## src/rtl/div_recon_16bit.sv

```systemverilog
// Reconstructs a dividend from divider outputs: product = quotient * divisor + remainder,
// computed with a radix-2 shift-add loop (one divisor bit per cycle) plus legality flags.
module div_recon_16bit #(
  parameter int QW = 16,
  parameter int DW = 8
) (
  input  logic               clk,
  input  logic               rst,
  input  logic               start,
  input  logic [QW-1:0]      quotient,
  input  logic [DW-1:0]      divisor,
  input  logic [QW-1:0]      remainder,
  output logic               busy,
  output logic               done,
  output logic [QW+DW-1:0]   product,
  output logic               overflow,
  output logic               rem_err
);

  localparam int PW = QW + DW;
  localparam int CW = (DW > 1) ? $clog2(DW) : 1;

  localparam logic [1:0] S_IDLE = 2'd0;
  localparam logic [1:0] S_CALC = 2'd1;
  localparam logic [1:0] S_DONE = 2'd2;

  logic [1:0]    state;
  logic [PW-1:0] acc;
  logic [PW-1:0] mcand;
  logic [DW-1:0] mplier;
  logic [CW-1:0] cnt;
  logic          rem_err_r;
  logic [PW-1:0] acc_next;
  logic          cap_rem_err;

  // Handshake: start is a request honoured only while busy is low; the result is
  // valid in the single cycle done is high and is held until the next result.
  assign busy = (state != S_IDLE);
  assign done = (state == S_DONE);

  assign acc_next    = acc + (mplier[0] ? mcand : '0);
  assign cap_rem_err = (divisor == '0) |
                       (remainder >= {{(QW-DW){1'b0}}, divisor});

  always_ff @(posedge clk or posedge rst) begin
    if (rst) begin
      state     <= S_IDLE;
      acc       <= '0;
      mcand     <= '0;
      mplier    <= '0;
      cnt       <= '0;
      rem_err_r <= 1'b0;
      product   <= '0;
      overflow  <= 1'b0;
      rem_err   <= 1'b0;
    end else begin
      case (state)
        S_IDLE: begin
          if (start) begin
            acc       <= {{DW{1'b0}}, remainder};
            mcand     <= {{DW{1'b0}}, quotient};
            mplier    <= divisor;
            cnt       <= '0;
            rem_err_r <= cap_rem_err;
            state     <= S_CALC;
          end
        end
        S_CALC: begin
          // All DW divisor bits are consumed, even when the divisor is zero, so latency is fixed.
          acc    <= acc_next;
          mcand  <= mcand << 1;
          mplier <= mplier >> 1;
          cnt    <= cnt + 1'b1;
          if (cnt == CW'(DW - 1)) begin
            product  <= acc_next;
            overflow <= |acc_next[PW-1:QW];
            rem_err  <= rem_err_r;
            state    <= S_DONE;
          end
        end
        S_DONE: begin
          state <= S_IDLE;
        end
        default: begin
          state <= S_IDLE;
        end
      endcase
    end
  end

endmodule

```

## config.mk

```make
export PLATFORM = sky130hd
export DESIGN_NAME = div_recon_16bit
export DESIGN_NICKNAME = d
export VERILOG_FILES = /design/src/rtl/div_recon_16bit.sv
export SDC_FILE = /design/constraint.sdc
export NUM_CORES = 1
export LEC_CHECK = 0
export CORE_UTILIZATION = 35
export CTS_BUF_LIST = sky130_fd_sc_hd__clkbuf_16
export CTS_CLUSTER_DIAMETER = 50
export DETAILED_ROUTE_END_ITERATION = 12
export HOLD_SLACK_MARGIN = 0.1
export PLACE_DENSITY_LB_ADDON = 0.2
export SETUP_SLACK_MARGIN = 0.02
export SLEW_MARGIN = 10
export SYNTH_ARGS = -nofsm -noshare
export SYNTH_HDL_FRONTEND = slang
export SYNTH_SLANG_ARGS = --single-unit
```

## constraint.sdc

```tcl
create_clock -name clk -period 4.4 [get_ports clk]
set_input_delay 0.88 -clock clk [delete_from_list [all_inputs] [get_ports clk]]
set_output_delay 0.88 -clock clk [all_outputs]
set_load 0.02 [all_outputs]
```

== Yosys cells after proc, flatten, opt, wreduce, memory -nomap -nowiden ==
Cells that the tools add are included.

* Flip-flop bits (word level): 88
* Input port bits: 43
* Output and inout port bits: 28
* Logic and storage cells: 39

* $add $sub $neg: 2
* $lt $le $gt $ge: 1
* Equality and inequality tests: 5
* Muxes and demuxes: 12
* Bitwise logic cells: 1
* Reduce and logical (&&, ||, !) cells: 9

{| class="wikitable"
|+ Operators with widths
! kind !! number
|-
| one-hot mux 24 bit (2 select lines) || 2
|-
| two-way mux 24 bit || 3
|-
| adder 24 bit || 1
|-
| greater-or-equal comparator 16 x 8 -> 1 bit || 1
|-
| one-hot mux 8 bit (2 select lines) || 1
|-
| logical NOT 8 bit || 1
|-
| two-way mux 8 bit || 1
|-
| AND reduction 2 bit || 4
|-
| OR reduction 8 bit || 1
|-
| one-hot mux 3 bit (2 select lines) || 1
|-
| two-way mux 2 bit || 2
|-
| != test 2 bit, second input constant || 2
|-
| one-hot mux 2 bit (2 select lines) || 1
|-
| nonzero test 2 bit || 2
|-
| adder 3 x 1 -> 3 bit, second input constant || 1
|-
| == test 3 bit, second input constant || 1
|-
| two-way mux 3 bit || 1
|-
| == test 2 x 1 -> 1 bit, second input constant || 1
|-
| == test 2 bit, second input constant || 1
|-
| logical NOT 2 bit || 1
|-
| bitwise OR 1 bit || 1
|}

== Logic depth before layout (Yosys ltp) ==
Gate-level depths: netlist (run 1).

* Depth after elaboration: 3
* Mapped depth: 12
* Gate-level depth less buffers: 11

== Worst setup path before layout (run 1) ==
Ideal clock, no wire load.

* Kind: register to register
* From: register mplier[0]
* To: register overflow
* Library setup time: 0.143 ns
* Arrival: 2.753 ns
* Required time: 4.257 ns
* Path slack: 1.504 ns
* Cell stages (with the launch flop): 12
* Buffers on the path: 0
* Clock period less this slack: 2.896 ns
* Cells stage by stage: dfrtp_1 -> and2_1 -> ha_1 -> fa_1 -> a211oi_1 -> o21ai_2 -> a41oi_2 -> o41ai_2 -> a221o_1 -> a21oi_2 -> xor2_2 -> a41oi_1

* Word-level cells in the longest chain between the ends: 3

{| class="wikitable"
|+ RTL lines
! item !! line !! RTL
|-
| from (decl) || 30 || <nowiki>logic [DW-1:0] mplier;</nowiki>
|-
| from (signal assigned) || 62 || <nowiki>mplier <= divisor;</nowiki>
|-
| from (signal assigned) || 72 || <nowiki>mplier <= mplier >> 1;</nowiki>
|-
| two-way mux 24 bit || 41 || <nowiki>assign acc_next = acc + (mplier[0] ? mcand : '0);</nowiki>
|-
| adder 24 bit || 41 ||
|-
| OR reduction 8 bit || 76 || <nowiki>overflow <= |acc_next[PW-1:QW];</nowiki>
|-
| to (signal assigned) || 76 ||
|-
| to (decl) || 16 || <nowiki>output logic overflow,</nowiki>
|}

No other way between the ends.
A chain may end at the register's enable or synchronous reset.

== Final worst setup path (run 1) ==
Ends and elaborated chain as after synthesis.

==> results.yml, run 1 <==
setup_path:
  worstPathCellList: "and2_1, ha_1, fa_1, a211oi_1, o21ai_2, a221oi_2, o21ai_1, a21o_1, a21oi_2, xor2_1, a41oi_1"
  cp.required_ns: 4.61
  cp_slowest_stage_delay_ns: 0.63
  r2r_end: "overflow"
  cp.arrival_ns: 3.83
  r2r_start: "mplier[0]"
  crit_path_end_kind: "flop"
  criticalPathCategory: "reg -> reg"
  path_max_fanout: 25
  reg2reg_slack_ns: 0.78
  slowest_stage: "dfrtp_1"
  reg2reg_depth: 11
  cp_num_buf_inv: 0
  start_kind: "flop"
  cp_top_family: "compound AO/OA/AOI/OAI gates"
hold_path:
  hold_end: "product[13]"
  hp-class: "reg -> reg"
  hold_depth: 2
  hp-start: "product[13]"
floorplanning:
  dieArea_mm2: 0.0153
  initial_core_util_pct: 35.8
  dieHeight_um: 124
  design.core.area_mm2: 0.0145
  ios: 71
  rows: 44
  die_w_um: 124
timing:
  rsz0062_at_grt: "no"
  fin_crit_ns: 3.62
  min_period_over_period_pct: 82.2
  max_slew_margin_pct: 32.1
  fmax_ghz: 0.276
  final-setup-viol-count: 0
  worst_pin_slew_ns: 1.01
  hold_violations: 0
  drv_slew: 0
  skew_ns: 0.0125
  finalSetupTns_ns: 0
global_route:
  grt_usage_pct: 18.3
  grt_pass1_wl_um: 21100
  grt_overflow: 0
  grt_max_degree: 70
  antenna_found_initial: 0
  grt_pass1_vias: 4035
cells_and_area:
  drive_gt1_share_pct: 6.44
  fillers: 1419
  layout_commonest_cell: "nand2_1"
  multi_input_area_mm2: 0.00282
  num_antenna_cells: 0
  seq_area_mm2: 0.00220
  areaGrowthSynthToFinish_pct: 23.0
  layout_common_cells: "nand2_1, dfrtp_1, o21ai_0"
  fin_area_mm2: 0.00638
  nNetsFinal: 693
power_and_ir_drop:
  internal_power_mw: 2.45
  power_density_mw_per_mm2: 658
  seqPwrFrac_pct: 33.2
  combPwrFrac_pct: 47.3
  ir_worst_vdd_mv: 0.239
  swShare_pct: 41.7
  clockPowerShare_pct: 19.5
  p_switching_mw: 1.75
  p_leak_nw: 2.74
  power_mw: 4.20
placed_design:
  place_congestion: 0.881
  hpwl_um: 9700
  numPortBuffers: 70
  dpl-instance-area_mm2: 0.00607
clock_network:
  worst_skew_pair.late_latency_ns: 0.35
  cts_resized: 0
  clock-root-buffer: "clkbuf_16"
  post_cts.repair.setup_buffers: 0
  h-tree-depth: 3
  clk_pin_slew_ns: 0.07
  cts-buffers-inserted: 9
  cts.sinks: 88
  clockBufferDepth: 2
  cts_hold_buf: 0
  tritoncts: "yes"
yosys:
  syn_avg_cell_area_um2: 9.26
  ys.flop_type: "dfrtp_1"
  ys_types: 52
  yosys.area.top_type: "dfrtp_1"
  ys.warnings.count: 0
  synth_async_sr_flop_share_pct: 100
  ys_seq_elements: 88
  ys_seq_area_share_pct: 42.5
  netlist_area_mm2: 0.00518
  synth_edf_count: 0
  syn_nets: 637
  syn_inst: 560
  synthTopCellsByArea: "dfrtp_1, ha_1, nand2_1"
  yosys.area.top_type_share_pct: 42.5
run_status:
  outcome: "finished, final reports clean"
drt:
  wirelength_um: 13200
  drc: 0
  dr_total_vias: 4231
  dr.first_iter.drc_count: 280
  antenna_left: 0
  vias_per_cell: 5.26
  firstDrtPassIters: 5
  post_drt_wl_per_cell_um: 16.4
flow_run:
  maxCapViolCount: 0
-- power by group through the flow --
| stage | Clock (mW) | Combinational, mW | Sequential [mW] |
|---|---|---|---|
| 3_3_place_gp | 0 | 1.98 | 1.41 |
| 2_1_floorplan | 0 | 1.25 | 1.46 |
| 5_1_grt | 0.867 | 2.22 | 1.44 |
| 3_5_place_dp | 0 | 1.99 | 1.41 |
| 6_report | 0.818 | 1.99 | 1.39 |
| 4_1_cts | 0.839 | 2.00 | 1.40 |
-- synthesized netlist by cell type, types with 2 or more instances --
| cell | instances |
|---|---|
| o21bai_1 | 2 |
| mux2i_1 | 24 |
| a22oi_1 | 8 |
| a41oi_1 | 2 |
| nand4_1 | 4 |
| o21ai_1 | 5 |
| a21oi_1 | 29 |
| o22ai_1 | 9 |
| mux2_2 | 3 |
| a21o_1 | 11 |
| o21ai_0 | 71 |
| a2111oi_0 | 2 |
| xor2_1 | 14 |
| buf_2 | 8 |
| nor3_1 | 3 |
| nand2b_1 | 3 |
| nor2_1 | 11 |
| nand2_1 | 98 |
| clkbuf_1 | 22 |
| dfrtp_1 | 88 |
| inv_1 | 14 |
| a211oi_1 | 8 |
| xnor2_1 | 8 |
| a21oi_2 | 3 |
| and2_1 | 23 |
| a221o_1 | 2 |
| nand3_1 | 10 |
| o211ai_1 | 5 |
| nor2b_1 | 9 |
| nor4_1 | 4 |
| buf_1 | 2 |
| ha_1 | 33 |
| a31oi_1 | 3 |
-- state kept, by name, indices dropped and copies added, names as in the netlist --
signal	flops
rem_err	1
product	24
rem_err_r	1
state	2
mcand	24
acc	24
overflow	1
cnt	3
mplier	8
-- through the flow --
step	hold WS (ns)	setup WS [ns]	utilization (%)	cells
after floorplan	0.449	1.24	-	560
after global placement	0.462	0.860	41.9	789
after detailed placement	0.469	0.727	41.9	789
after CTS	0.484	0.735	44.1	805
after global routing	0.505	0.471	44.1	805
final	0.477	0.783	44.1	805
-- worst max-delay path by stage --
stage	startpoint	end	slack (ns)	cells past startpoint
floorplan	rst	acc[0]	1.24	1
detailed placement	mplier[0]	overflow	0.73	11
finish	mplier[0]	overflow	0.78	11
global placement	mplier[0]	overflow	0.86	11
global route	mplier[0]	overflow	0.47	11
CTS	mplier[0]	overflow	0.73	11
-- cell families after synthesis --
logic type                 Yosys count  share of synthesized area, %
AOI/OAI and AO/OA                  173                          21.5
xor gates and xnor gates            23                          4.03
adders and majority gates           34                          8.35
buffers and inverters               46                          3.52
DFF                                 88                          42.5
muxes                               27                          5.28
and+or+nand+nor                    169                          14.9
-- final cells by class --
cell class,instances,area share [%]
inverter,14,0.843
timing repair buffer,77,12.0
multi-input combinational,426,44.1
clock buffer,9,3.53
clock inverter,7,1.37
sequential,88,34.5
tap,184,3.61
-- routing by layer --
layer  GRT usage, %  part of all wire, %  up-vias
met5              0                    0        -
met4           5.42                 0.83        0
met3           3.66                  3.8        9
met2           27.9                   45       87
met1           26.0                   50     2024
li1               -                    -     2111
-- worst register-to-register path, stage by stage, from the launching register on --
cell      delay (ns)
dfrtp_1         0.63
and2_1          0.27
ha_1            0.22
fa_1            0.43
a211oi_1        0.37
o21ai_2         0.16
a221oi_2        0.45
o21ai_1         0.17
a21o_1          0.21
a21oi_2         0.14
xor2_1          0.28
a41oi_1         0.15
Power figures use the tool's default switching activity.
==> run 2: changes to the inputs <==
==> constraint.sdc (replaced) <==
create_clock -name clk -period 3.33 [get_ports clk]
set_input_delay 0.666 -clock clk [delete_from_list [all_inputs] [get_ports clk]]
set_output_delay 0.666 -clock clk [all_outputs]
set_load 0.02 [all_outputs]
==> run 2 against run 1 <==
Against the previous run:
- clock power up 32%
- global-route usage up 0.94 points
- utilization grew 0.89 points
- flip-flop and latch count is the same
- die area is the same
- via count increased by 0.80%
- cell area increased by 2.0%
- first-iteration DRC count decreased by 22%
- combinational power up 39%
- largest cell class unchanged
- final cell count up 1.5%
- critical path depth is the same
- register-to-register slack got worse by 0.54 ns
==> results.yml, run 2 (synthesized netlist as in run 1, its figures left out) <==
run_status:
  outcome: "finished, final reports clean"
global_route:
  met1_usage_pct: 26.6
  grt_usage_pct: 19.2
  antenna_found_initial: 0
  met2_usage_pct: 29.3
  grt_overflow: 0
  use_met3_pct: 3.66
  grt_busiest_layer: "met2"
  grt_pass1_wl_um: 22000
  grt_pass1_vias: 4161
  grt_max_degree: 89
timing:
  min_period_over_period_pct: 92.7
  fin_crit_ns: 3.09
  final-setup-viol-count: 0
  skew_ns: 0.00627
  rsz0062_at_grt: "no"
  max_slew_margin_pct: 33.5
  fin_ws_ns: 0.245
  fmax_ghz: 0.324
  finalSetupTns_ns: 0
  worst_pin_slew_ns: 0.994
  drv_slew: 0
  hold_violations: 0
clock_network:
  cts.sinks: 88
  h-tree-depth: 3
  clk_pin_slew_ns: 0.06
  worst_skew_pair.late_latency_ns: 0.36
  clock-root-buffer: "clkbuf_16"
  clockBufferDepth: 2
  tritoncts: "yes"
  cts-buffers-inserted: 9
power_and_ir_drop:
  power_mw: 5.68
  power_density_mw_per_mm2: 872
  ir_worst_vdd_mv: 0.376
  p_leak_nw: 2.81
floorplanning:
  dieHeight_um: 124
  design.core.area_mm2: 0.0145
  dieArea_mm2: 0.0153
  die_w_um: 124
  ios: 71
  rows: 44
  initial_core_util_pct: 35.8
setup_path:
  path_max_fanout: 3
  cp_top_family: "compound AO/OA/AOI/OAI gates"
  cp_slowest_stage_delay_ns: 0.44
  cp.arrival_ns: 3.30
  cp.required_ns: 3.54
  slowest_stage: "fa_1"
  crit_path_end_kind: "flop"
  worstPathCellList: "and2_1, ha_1, fa_1, a211oi_2, o21ai_2, a221oi_4, o21ai_1, a21o_1, a21oi_2, xor2_1, a41oi_1"
  cp_num_buf_inv: 0
  criticalPathCategory: "reg -> reg"
  start_kind: "flop"
cells_and_area:
  num_antenna_cells: 0
  areaGrowthSynthToFinish_pct: 25.5
  stdcell_count: 817
  largestRegisters: "acc (24), mcand (24), product (24)"
  layout_commonest_cell: "nand2_1"
  drive_gt1_share_pct: 8.53
  fin_util_pct: 45.0
  layout_common_cells: "nand2_1, dfrtp_1, o21ai_0"
  nNetsFinal: 705
drt:
  wirelength_um: 13700
  post_drt_wl_per_cell_um: 16.7
  dr.first_iter.drc_count: 218
  firstDrtPassIters: 4
  drc: 0
  dr_total_vias: 4265
  vias_per_cell: 5.22
  antenna_left: 0
hold_path:
  hp-class: "reg -> reg"
placed_design:
  numPortBuffers: 70
  numPlacedInstances: 799
  place_congestion: 0.856
  pre_cts_ws_ns: 0.0492
  hpwl_um: 10200
flow_run:
  maxCapViolCount: 0
run 2: layout make-up:
class / count / area [µm²]
tap: 184 / 230
fill: 1421 / 7970
sequential: 88 / 2200
clock inverter: 7 / 87.6
timing repair buffer: 89 / 868
inverter: 14 / 53.8
multi-input combinational: 426 / 2840
clock buffer: 9 / 225
run 2: per-stage QoR:
step / hold WS, ns / cell area [µm²]
floorplan: 0.449 / 5180
global placement: 0.464 / 6150
detailed placement: 0.473 / 6150
CTS: 0.487 / 6470
global route: 0.514 / 6510
finish: 0.477 / 6510
run 2: power breakdown:
part / total [mW] / leakage [nW] / switching (mW) / internal (mW)
Sequential: 1.82 / 1.10 / 0.297 / 1.53
Combinational: 2.77 / 1.56 / 1.64 / 1.14
Clock: 1.08 / 0.152 / 0.433 / 0.651
Total: 5.68 / 2.81 / 2.37 / 3.31
run 2: path summary, 6_finish.rpt:
kind                              from          end  slack (ns)  cells after the start
setup / recovery              mcand[0]     overflow        0.24                     11
hold / removal             product[15]  product[15]        0.48                      2
setup reg to reg              mcand[0]     overflow        0.24                     11
hold reg to reg            product[15]  product[15]        0.48                      2
max in group asynchronous          rst      acc[16]        2.20                      3
min in group asynchronous          rst   product[9]        0.73                      3
run 2: metal layers:
layer	vias up	wire [µm]
met2	70	6140
met1	2055	6720
met3	17	524
met4	0	277
met5	-	0
li1	2123	-
run 2: worst min-delay path: stages (launching register included):
cell     delay, ns
dfrtp_1       0.34
nand2_1       0.04
o21ai_0       0.06
run 2: timing repair:
item / CTS / global route
buffers inserted: 0 / 2
hold buffers: 0 / 0
gates resized for setup: 0 / 5
endpoints found under the setup margin: 0 / 3
